File: config.mk
export PLATFORM = sky130hd
export DESIGN_NAME = axil_cmd_master_flat
export DESIGN_NICKNAME = d
export VERILOG_FILES = /design/src/rtl/axil_cmd_master_if.sv /design/src/rtl/axil_cmd_master.sv /design/src/flat_wrapper.sv
export SDC_FILE = /design/constraint.sdc
export NUM_CORES = 1
export LEC_CHECK = 0
export BUFFER_PORTS_ARGS = -buffer_cell sky130_fd_sc_hd__buf_2
export CORE_MARGIN = 4
export CORE_UTILIZATION = 46
export CTS_BUF_LIST = sky130_fd_sc_hd__clkbuf_8
export CTS_CLUSTER_DIAMETER = 200
export DETAILED_ROUTE_END_ITERATION = 10
export PLACE_DENSITY = 0.89
export SYNTH_ARGS = -nofsm -noshare
export SYNTH_HDL_FRONTEND = slang
export SYNTH_SLANG_ARGS = --single-unit
File: constraint.sdc
create_clock -name aclk -period 1.95 [get_ports aclk]
set_input_delay 0.0975 -clock aclk [delete_from_list [all_inputs] [get_ports aclk]]
set_output_delay 0.0975 -clock aclk [all_outputs]
set_load 0.03 [all_outputs]
File: src/rtl/axil_cmd_master_if.sv
// AXI-lite bus bundle shared by the command master and its slaves (led_ctrl etc.).
// Write channel carries wlast/wstrb so single-beat slaves expecting full AXI fields can sit on it.
`timescale 1ns/1ps
interface AXI_LITE #(
    parameter int ADDR_W = 32,
    parameter int DATA_W = 32
) (
    input logic aclk,
    input logic aresetn
);
    logic [ADDR_W-1:0]   awaddr;
    logic                awvalid;
    logic                awready;
    logic [DATA_W-1:0]   wdata;
    logic [DATA_W/8-1:0] wstrb;
    logic                wlast;
    logic                wvalid;
    logic                wready;
    logic [1:0]          bresp;
    logic                bvalid;
    logic                bready;
    logic [ADDR_W-1:0]   araddr;
    logic                arvalid;
    logic                arready;
    logic [DATA_W-1:0]   rdata;
    logic [1:0]          rresp;
    logic                rvalid;
    logic                rready;

    modport master (
        output awaddr, awvalid, wdata, wstrb, wlast, wvalid, bready, araddr, arvalid, rready,
        input  awready, wready, bresp, bvalid, arready, rdata, rresp, rvalid
    );

    modport slave (
        input  aclk, aresetn,
        input  awaddr, awvalid, wdata, wstrb, wlast, wvalid, bready, araddr, arvalid, rready,
        output awready, wready, bresp, bvalid, arready, rdata, rresp, rvalid
    );
endinterface

File: src/rtl/axil_cmd_master.sv
// Single-outstanding AXI-lite initiator: one command in, one bus transaction, one response out.
// Optional watchdog abort enabled by defining AXIL_TIMEOUT_EN.
`timescale 1ns/1ps
module axil_cmd_master #(
    parameter int ADDR_W         = 32,
    parameter int DATA_W         = 32,
    parameter int TIMEOUT_CYCLES = 1024
) (
    input  logic              aclk,
    input  logic              aresetn,
    AXI_LITE.master           axi,
    input  logic              cmd_valid,
    output logic              cmd_ready,
    input  logic              cmd_write,
    input  logic [ADDR_W-1:0] cmd_addr,
    input  logic [DATA_W-1:0] cmd_wdata,
    output logic              rsp_valid,
    input  logic              rsp_ready,
    output logic [DATA_W-1:0] rsp_rdata,
    output logic [1:0]        rsp_resp,
    output logic              rsp_timeout
);

    typedef enum logic [2:0] {
        IDLE    = 3'd0,
        WR_AW_W = 3'd1,
        WR_B    = 3'd2,
        RD_AR   = 3'd3,
        RD_R    = 3'd4,
        RESP    = 3'd5
    } state_t;

    state_t            state_reg, state_next;
    logic [ADDR_W-1:0] addr_reg, addr_next;
    logic [DATA_W-1:0] wdata_reg, wdata_next;
    logic              awvalid_reg, awvalid_next;
    logic              wvalid_reg, wvalid_next;
    logic              bready_reg, bready_next;
    logic              arvalid_reg, arvalid_next;
    logic              rready_reg, rready_next;
    logic              aw_done_reg, aw_done_next;
    logic              w_done_reg, w_done_next;
    logic              cmd_ready_reg, cmd_ready_next;
    logic              rsp_valid_reg, rsp_valid_next;
    logic [DATA_W-1:0] rsp_rdata_reg, rsp_rdata_next;
    logic [1:0]        rsp_resp_reg, rsp_resp_next;

    logic aw_hs, w_hs, b_hs, ar_hs, r_hs;

    assign aw_hs = awvalid_reg && axi.awready;
    assign w_hs  = wvalid_reg  && axi.wready;
    assign b_hs  = bready_reg  && axi.bvalid;
    assign ar_hs = arvalid_reg && axi.arready;
    assign r_hs  = rready_reg  && axi.rvalid;

`ifdef AXIL_TIMEOUT_EN
    logic [15:0] cnt_reg, cnt_next;
    logic        rsp_timeout_reg, rsp_timeout_next;
    logic        busy, expired;

    assign busy    = (state_reg == WR_AW_W) || (state_reg == WR_B) ||
                     (state_reg == RD_AR)   || (state_reg == RD_R);
    // >= rather than == so a handshake that wins at expiry still lets the next phase time out
    assign expired = (cnt_reg >= 16'(TIMEOUT_CYCLES - 1));

    always_comb begin
        cnt_next = cnt_reg;
        if (state_reg == IDLE) begin
            cnt_next = '0;
        end else if (busy) begin
            cnt_next = cnt_reg + 16'd1;
        end
    end

    always_ff @(posedge aclk or negedge aresetn) begin
        if (!aresetn) begin
            cnt_reg         <= '0;
            rsp_timeout_reg <= 1'b0;
        end else begin
            cnt_reg         <= cnt_next;
            rsp_timeout_reg <= rsp_timeout_next;
        end
    end

    assign rsp_timeout = rsp_timeout_reg;
`else
    logic unused_timeout_cfg;
    assign unused_timeout_cfg = ^TIMEOUT_CYCLES;
    assign rsp_timeout        = 1'b0;
`endif

    always_comb begin
        state_next     = state_reg;
        addr_next      = addr_reg;
        wdata_next     = wdata_reg;
        awvalid_next   = awvalid_reg;
        wvalid_next    = wvalid_reg;
        bready_next    = bready_reg;
        arvalid_next   = arvalid_reg;
        rready_next    = rready_reg;
        aw_done_next   = aw_done_reg;
        w_done_next    = w_done_reg;
        rsp_valid_next = rsp_valid_reg;
        rsp_rdata_next = rsp_rdata_reg;
        rsp_resp_next  = rsp_resp_reg;
`ifdef AXIL_TIMEOUT_EN
        rsp_timeout_next = rsp_timeout_reg;
`endif

        case (state_reg)
            IDLE: begin
                if (cmd_valid && cmd_ready_reg) begin
                    addr_next    = cmd_addr;
                    wdata_next   = cmd_wdata;
                    aw_done_next = 1'b0;
                    w_done_next  = 1'b0;
                    if (cmd_write) begin
                        awvalid_next = 1'b1;
                        wvalid_next  = 1'b1;
                        state_next   = WR_AW_W;
                    end else begin
                        arvalid_next = 1'b1;
                        state_next   = RD_AR;
                    end
                end
            end
            WR_AW_W: begin
                // Address and data channels complete independently, in any order
                if (aw_hs) begin
                    awvalid_next = 1'b0;
                    aw_done_next = 1'b1;
                end
                if (w_hs) begin
                    wvalid_next = 1'b0;
                    w_done_next = 1'b1;
                end
                if ((aw_done_reg || aw_hs) && (w_done_reg || w_hs)) begin
                    bready_next = 1'b1;
                    state_next  = WR_B;
                end
            end
            WR_B: begin
                if (b_hs) begin
                    bready_next    = 1'b0;
                    rsp_valid_next = 1'b1;
                    rsp_rdata_next = '0;
                    rsp_resp_next  = axi.bresp;
                    state_next     = RESP;
                end
            end
            RD_AR: begin
                if (ar_hs) begin
                    arvalid_next = 1'b0;
                    rready_next  = 1'b1;
                    state_next   = RD_R;
                end
            end
            RD_R: begin
                if (r_hs) begin
                    rready_next    = 1'b0;
                    rsp_valid_next = 1'b1;
                    rsp_rdata_next = axi.rdata;
                    rsp_resp_next  = axi.rresp;
                    state_next     = RESP;
                end
            end
            RESP: begin
                if (rsp_ready) begin
                    rsp_valid_next = 1'b0;
                    state_next     = IDLE;
                end
            end
            default: begin
                state_next = IDLE;
            end
        endcase

`ifdef AXIL_TIMEOUT_EN
        if ((state_next == RESP) && (state_reg != RESP)) begin
            rsp_timeout_next = 1'b0;
        end
        // Abort only when no handshake moved the FSM this cycle
        if (busy && expired && (state_next == state_reg)) begin
            awvalid_next     = 1'b0;
            wvalid_next      = 1'b0;
            bready_next      = 1'b0;
            arvalid_next     = 1'b0;
            rready_next      = 1'b0;
            rsp_valid_next   = 1'b1;
            rsp_rdata_next   = '0;
            rsp_resp_next    = 2'b10;
            rsp_timeout_next = 1'b1;
            state_next       = RESP;
        end
`endif

        cmd_ready_next = (state_next == IDLE);
    end

    always_ff @(posedge aclk or negedge aresetn) begin
        if (!aresetn) begin
            state_reg     <= IDLE;
            addr_reg      <= '0;
            wdata_reg     <= '0;
            awvalid_reg   <= 1'b0;
            wvalid_reg    <= 1'b0;
            bready_reg    <= 1'b0;
            arvalid_reg   <= 1'b0;
            rready_reg    <= 1'b0;
            aw_done_reg   <= 1'b0;
            w_done_reg    <= 1'b0;
            cmd_ready_reg <= 1'b0;
            rsp_valid_reg <= 1'b0;
            rsp_rdata_reg <= '0;
            rsp_resp_reg  <= 2'b00;
        end else begin
            state_reg     <= state_next;
            addr_reg      <= addr_next;
            wdata_reg     <= wdata_next;
            awvalid_reg   <= awvalid_next;
            wvalid_reg    <= wvalid_next;
            bready_reg    <= bready_next;
            arvalid_reg   <= arvalid_next;
            rready_reg    <= rready_next;
            aw_done_reg   <= aw_done_next;
            w_done_reg    <= w_done_next;
            cmd_ready_reg <= cmd_ready_next;
            rsp_valid_reg <= rsp_valid_next;
            rsp_rdata_reg <= rsp_rdata_next;
            rsp_resp_reg  <= rsp_resp_next;
        end
    end

    assign axi.awaddr  = addr_reg;
    assign axi.awvalid = awvalid_reg;
    assign axi.wdata   = wdata_reg;
    assign axi.wstrb   = '1;
    assign axi.wlast   = wvalid_reg;
    assign axi.wvalid  = wvalid_reg;
    assign axi.bready  = bready_reg;
    assign axi.araddr  = addr_reg;
    assign axi.arvalid = arvalid_reg;
    assign axi.rready  = rready_reg;

    assign cmd_ready = cmd_ready_reg;
    assign rsp_valid = rsp_valid_reg;
    assign rsp_rdata = rsp_rdata_reg;
    assign rsp_resp  = rsp_resp_reg;

endmodule
File: src/flat_wrapper.sv
// flat-port wrapper written by rule: the top's interface ports become plain ports
module axil_cmd_master_flat 
#(
    parameter int ADDR_W         = 32,
    parameter int DATA_W         = 32,
    parameter int TIMEOUT_CYCLES = 1024
)
  (aclk, aresetn, cmd_valid, cmd_ready, cmd_write, cmd_addr, cmd_wdata, rsp_valid, rsp_ready, rsp_rdata, rsp_resp, rsp_timeout, axi_awaddr, axi_awvalid, axi_wdata, axi_wstrb, axi_wlast, axi_wvalid, axi_bready, axi_araddr, axi_arvalid, axi_rready, axi_awready, axi_wready, axi_bresp, axi_bvalid, axi_arready, axi_rdata, axi_rresp, axi_rvalid);
  AXI_LITE #(.ADDR_W(ADDR_W), .DATA_W(DATA_W)) axi_i (.aclk(aclk), .aresetn(aresetn));
  input  logic aclk;
  input  logic aresetn;
  input  logic cmd_valid;
  output logic cmd_ready;
  input  logic cmd_write;
  input  logic [ADDR_W-1:0] cmd_addr;
  input  logic [DATA_W-1:0] cmd_wdata;
  output logic rsp_valid;
  input  logic rsp_ready;
  output logic [DATA_W-1:0] rsp_rdata;
  output logic [1:0] rsp_resp;
  output logic rsp_timeout;
  output wire logic [$bits(axi_i.awaddr)-1:0] axi_awaddr;
  output wire logic [$bits(axi_i.awvalid)-1:0] axi_awvalid;
  output wire logic [$bits(axi_i.wdata)-1:0] axi_wdata;
  output wire logic [$bits(axi_i.wstrb)-1:0] axi_wstrb;
  output wire logic [$bits(axi_i.wlast)-1:0] axi_wlast;
  output wire logic [$bits(axi_i.wvalid)-1:0] axi_wvalid;
  output wire logic [$bits(axi_i.bready)-1:0] axi_bready;
  output wire logic [$bits(axi_i.araddr)-1:0] axi_araddr;
  output wire logic [$bits(axi_i.arvalid)-1:0] axi_arvalid;
  output wire logic [$bits(axi_i.rready)-1:0] axi_rready;
  input wire logic [$bits(axi_i.awready)-1:0] axi_awready;
  input wire logic [$bits(axi_i.wready)-1:0] axi_wready;
  input wire logic [$bits(axi_i.bresp)-1:0] axi_bresp;
  input wire logic [$bits(axi_i.bvalid)-1:0] axi_bvalid;
  input wire logic [$bits(axi_i.arready)-1:0] axi_arready;
  input wire logic [$bits(axi_i.rdata)-1:0] axi_rdata;
  input wire logic [$bits(axi_i.rresp)-1:0] axi_rresp;
  input wire logic [$bits(axi_i.rvalid)-1:0] axi_rvalid;
  assign axi_awaddr = axi_i.awaddr;
  assign axi_awvalid = axi_i.awvalid;
  assign axi_wdata = axi_i.wdata;
  assign axi_wstrb = axi_i.wstrb;
  assign axi_wlast = axi_i.wlast;
  assign axi_wvalid = axi_i.wvalid;
  assign axi_bready = axi_i.bready;
  assign axi_araddr = axi_i.araddr;
  assign axi_arvalid = axi_i.arvalid;
  assign axi_rready = axi_i.rready;
  assign axi_i.awready = axi_awready;
  assign axi_i.wready = axi_wready;
  assign axi_i.bresp = axi_bresp;
  assign axi_i.bvalid = axi_bvalid;
  assign axi_i.arready = axi_arready;
  assign axi_i.rdata = axi_rdata;
  assign axi_i.rresp = axi_rresp;
  assign axi_i.rvalid = axi_rvalid;
  axil_cmd_master #(.ADDR_W(ADDR_W), .DATA_W(DATA_W), .TIMEOUT_CYCLES(TIMEOUT_CYCLES)) u_core (.aclk(aclk), .aresetn(aresetn), .axi(axi_i), .cmd_valid(cmd_valid), .cmd_ready(cmd_ready), .cmd_write(cmd_write), .cmd_addr(cmd_addr), .cmd_wdata(cmd_wdata), .rsp_valid(rsp_valid), .rsp_ready(rsp_ready), .rsp_rdata(rsp_rdata), .rsp_resp(rsp_resp), .rsp_timeout(rsp_timeout));
endmodule
Word-level counts from Yosys, hierarchy flattened. Index checks and enable logic that the tools add are counted.

Register bits after elaboration: 110. Input bits: 110.

Equality and inequality tests: 15. Multiplexer cells: 39. Reductions and logical operators: 27.

Operators by type and width (count): two-way mux 32 bit (2); case mux 32 bit (2 select lines) (1); two-way mux 3 bit (6); case mux 3 bit (6 select lines) (1); two-way mux 1 bit (17); AND reduction 4 bit (4); AND reduction 3 bit (5); != test 2 x 1 -> 1 bit, second input constant (7); case mux 1 bit (2 select lines) (7); nonzero test 2 bit (5); logical AND 1 bit (7); equality test 3 x 2 -> 1 bit, second input constant (2); equality test 3 bit, second input constant (2); logical NOT 3 bit (2); two-way mux 2 bit (3); != test 2 bit, second input constant (3); case mux 2 bit (2 select lines) (1); equality test 3 x 1 -> 1 bit, second input constant (1); case mux 1 bit (3 select lines) (1); nonzero test 3 bit (1); logical OR 1 bit (2); AND reduction 2 bit (1).

Logic depth before layout (Yosys ltp).
Word-level depth: 6. Depth in mapped cells: 7.

Worst setup path before layout. Ideal clock, no wire load.

Kind: register to register. From: reg u_core.state_reg[1]. To: reg u_core.wdata_reg[14], in the netlist u_core.axi.wdata[14]. Setup time: 125 ps. Arrival time: 1452 ps. Required time: 1825 ps. Path slack: 373 ps. Stages on the path, launching flop included: 7. Path buffers: 3. Cells stage by stage: dfrtp_1 > nor2_2 > and4b_1 > buf_6 > buf_6 > buf_6 > mux2_4.

Longest elaborated chain between the ends: 2.

RTL lines: start, declared (line axil_cmd_master.sv:33) `state_t state_reg, state_next;`; start signal, assigned (line axil_cmd_master.sv:217) `state_reg <= state_next;`; logical NOT 3 bit (line axil_cmd_master.sv:110) `case (state_reg)`; AND reduction 2 bit (no source line); end signal, assigned (line axil_cmd_master.sv:219) `wdata_reg <= wdata_next;`; end, declared (line axil_cmd_master.sv:35) `logic [DATA_W-1:0] wdata_reg, wdata_next;`.

No other way between the ends. A chain may end at the register's enable or synchronous reset.

Worst setup path after layout.
From: reg u_core.state_reg[1]. To: reg u_core.addr_reg[8], in the netlist u_core.axi.araddr[8].

Longest elaborated chain between the ends: 2.

RTL lines: logical NOT 3 bit (line axil_cmd_master.sv:110); AND reduction 2 bit (no source line); end signal, assigned (line axil_cmd_master.sv:218) `addr_reg <= addr_next;`; end, declared (line axil_cmd_master.sv:34) `logic [ADDR_W-1:0] addr_reg, addr_next;`.

No other way between the ends.

==> metrics.md <==
| Metric | Value |
|---|---|
| Status | finished, final reports clean |
| Layout Cells excl Fill | ~840 |
| Final Skew | around 0.0093 ns |
| Placer Congestion | around 0.87 |
| Setup TNS | 0 ns |
| CTS H-Tree Depth | 3 |
| Net Sw Frac | between 40% and 50% |
| RSZ-0062 raised after global routing | no |
| FP Rows | 36 |
| Number of instances in the placed design | about 730 |
| CTS root buffer | clkbuf_8 |
| Pwr dens | roughly 1400 nW/um^2 |
| Vias per cell | ~4.9 |
| Hold Path Depth | 3 |
| # nets final | 817 |
| Max-slew violation count | 0 |
| Area of the multi-input gates | between 1500 and 2000 sq um |
| Post-CTS setup buffers | 0 |
| Via count | roughly 4100 |
| Final min period | 1.776 ns |
| Largest net degree at the start of global routing | 69 |
| Io pins | roughly 250 |
| Post_cts resized | 0 |
| Max Freq | about 560 MHz |
| Crit. path cell count | 4 |
| Sw power | approximately 4.6 mW |
| Setup WS pre-CTS | 0.2198 ns |
| Worst Path Buf+Inv | 1 |
| Final worst slack | around 0.17 ns |
| CP required | roughly 2.2 ns |
| Crit Path Class | reg -> reg |
| DR WL/cell | roughly 17 microns |
| Synth Warn # | 0 |
| First-pass GRT wire length | roughly 22000 microns |
| Full die area | 11930 sq um |
| Core ar. | 9864 sq um |
| Final hold vios | 0 |
| Die Height | about 110 microns |
| Total CTS buffers | 9 |
| Clock insertion delay at the later pin of the skew report | about 0.35 ns |
| Fin crit share | 91.10% |
| Mapped Cells | between 300 and 400 |
| Clock Tree Buf Depth | 2 |
| Comb pwr share | 51.1% |
| Residual DRC | 0 |
| Final instance area | 7025 sq um |
| CTS Hold Buffers Added | slightly below 100 |
| I/O Buffers | 247 |
| Sequential share of power | between 30% and 40% |
| Max-cap violation count | 0 |
| Number of routed nets with antenna violations | 0 |
| Power Internal | about 5.5 mW |
| CP Launch Type | register |
| Total gr overflow | 0 |
| Sequential area share after synthesis | about three fifths |
| CTS tree | yes |
| Antenna violations before repair | 0 |
| Final setup viols | 0 |
| Crit-path slowest cell | dfrtp_1 |
| Rel. slew slack | between 60 and 70% |
| Syn Area/Cell | around 12 sq um |
| Seq cells post-synth | 110 |
| Static leakage | roughly 3.6 nW |
| Layout area overhead | 49.06% |
| R2r worst-path depth | 4 |
| Post-synth cell types | 30 |
| Filler cells | approximately 640 |
| Worst EP arrival | 2.01 ns |
| Worst-path fanout max | 35 |
| Die width | 109.2 microns |
| Min-Delay Path Class | in -> reg |
| Clock tree sinks | between 100 and 150 |
| Power share of the clock group | about an eighth |
| Global Route Usage Sum | 23.35% |
| N_diodes | 0 |
| Worst path cell trace | nor2_2 > and4b_4 > buf_12 > mux2_2 |
| CP Capture Type | register |
| DRT Wirelength | around 14000 microns |
| Hold WS | 0.005814 ns |
| Yosys top cell by area | dfrtp_1 |
| CP max stage delay | around 0.46 ns |
| Worst Tran Pin Value | 0.5550 ns |
| Maximum vdd drop | around 1000 uV |
| Post-synthesis cell area | around 4700 sq um |
| Top-area cell type share of the netlist area | approximately 58% |
| Detailed Routing Iterations Pass 1 | 5 |
| Share of cells above drive strength 1 | between 40% and 50% |
| Reg clk slew, reported paths | ~0.10 ns |
| Setup slack of the most critical reg-to-reg path | 0.17 ns |
| DP HPWL | about 9200 microns |
| Largest cells by area after synthesis | dfrtp_1 (58%), mux2_2 (11%), buf_4 (6.5%) |
| Area after DPL | between 5000 and 6000 sq um |
| Register Area | between 2000 and 3000 sq um |
| Vias in the first global route | approximately 4300 |
| Initial Utilization | 47.78% |
| Initial DRC count | between 150 and 200 |
| Delay-heaviest family, CP | simple AND/OR/NAND/NOR gates |
==> synthesized netlist by cell type <==
cell type,instances
and4b_1,1
o221ai_1,1
o21ai_1,4
nand2_1,79
and2b_1,1
nor2b_1,1
clkbuf_1,4
and2_1,1
and4bb_2,1
buf_6,4
nor2_4,1
a21o_1,2
dfrtp_1,110
buf_2,8
nand3_1,1
a211o_1,1
nand4b_1,3
conb_1,2
a31oi_1,2
nor3b_1,1
mux2_4,17
or2b_1,2
nor2_2,1
o21ai_0,35
buf_4,41
nor2_1,9
mux2_2,47
a21oi_1,10
o22ai_1,1
mux2i_1,2
==> cells by family after synthesis <==
kind of cell	after synthesis	synth area share [%]
other	2	0.1593
buffers and inverters	57	8.654
AND/OR/NAND/NOR	102	9.424
multiplexers	66	17.07
AO/OA/AOI/OAI	56	6.292
flip-flops	110	58.40
==> layout by cell type, fill, tap and decap left out, drive strengths merged <==
cell	instances
mux2	64
or2b	2
conb	5
and4bb	1
and2	1
clkbuf	13
nor3b	1
dfrtp	110
buf	260
nor2	11
dlygate4sd3	97
a31oi	2
clkinvlp	2
and2b	1
nand4b	3
o221ai	1
o21ai	39
a211o	1
o22ai	1
a21oi	10
nand2	79
and4b	1
nor2b	1
a21o	2
mux2i	2
nand3	1
==> stage by stage <==
step / utilization (%) / power, mW
floorplan: - / 7.439
global placement: 59.41 / 8.460
detailed placement: 59.41 / 8.617
CTS: 71.22 / 10.09
global route: 71.22 / 10.60
finish: 71.22 / 10.10
==> worst register-to-register path, cell delays in order, from the launching register on <==
cell and delay [ns]:
dfrtp_1 0.46, nor2_2 0.17, and4b_4 0.39, buf_12 0.25, mux2_2 0.39
==> per-layer routing <==
metal | wire length (microns) | vias to the layer above | global-route usage (%)
met1 | 4914 | 1982 | 24.15
met4 | 556 | 0 | 9.884
met3 | 1018 | 52 | 5.684
met2 | 7799 | 199 | 44.47
li1 | - | 1897 | -
met5 | 0 | - | 0
==> final cells by class <==
type | instances | area share [%]
clock buffer | 13 | 2.547
clock inverter | 2 | 0.2137
multi-input combinational | 229 | 22.32
sequential | 110 | 39.18
tap | 133 | 2.369
timing repair buffer | 357 | 33.37
==> path summary, 6_finish.rpt <==
kind                                     startpoint               endpoint
worst min register to register   u_core.rsp_resp[0]     u_core.rsp_resp[0]
worst min-delay path                  axi_rdata[20]   u_core.rsp_rdata[20]
min in group asynchronous                   aresetn  u_core.axi.araddr[29]
max in group asynchronous                   aresetn    u_core.rsp_rdata[2]
worst max-delay path            u_core.state_reg[1]   u_core.axi.araddr[8]
worst max register to register  u_core.state_reg[1]   u_core.axi.araddr[8]
==> power groups by stage <==
stage | logic [mW] | clock network (mW) | registers (mW)
2_1_floorplan | 2.41 | 0 | 5.03
3_3_place_gp | 4.88 | 0 | 3.58
3_5_place_dp | 4.98 | 0 | 3.63
4_1_cts | 5.13 | 1.36 | 3.60
5_1_grt | 5.44 | 1.45 | 3.72
6_report | 5.16 | 1.31 | 3.62
Power figures use the tool's default switching activity.
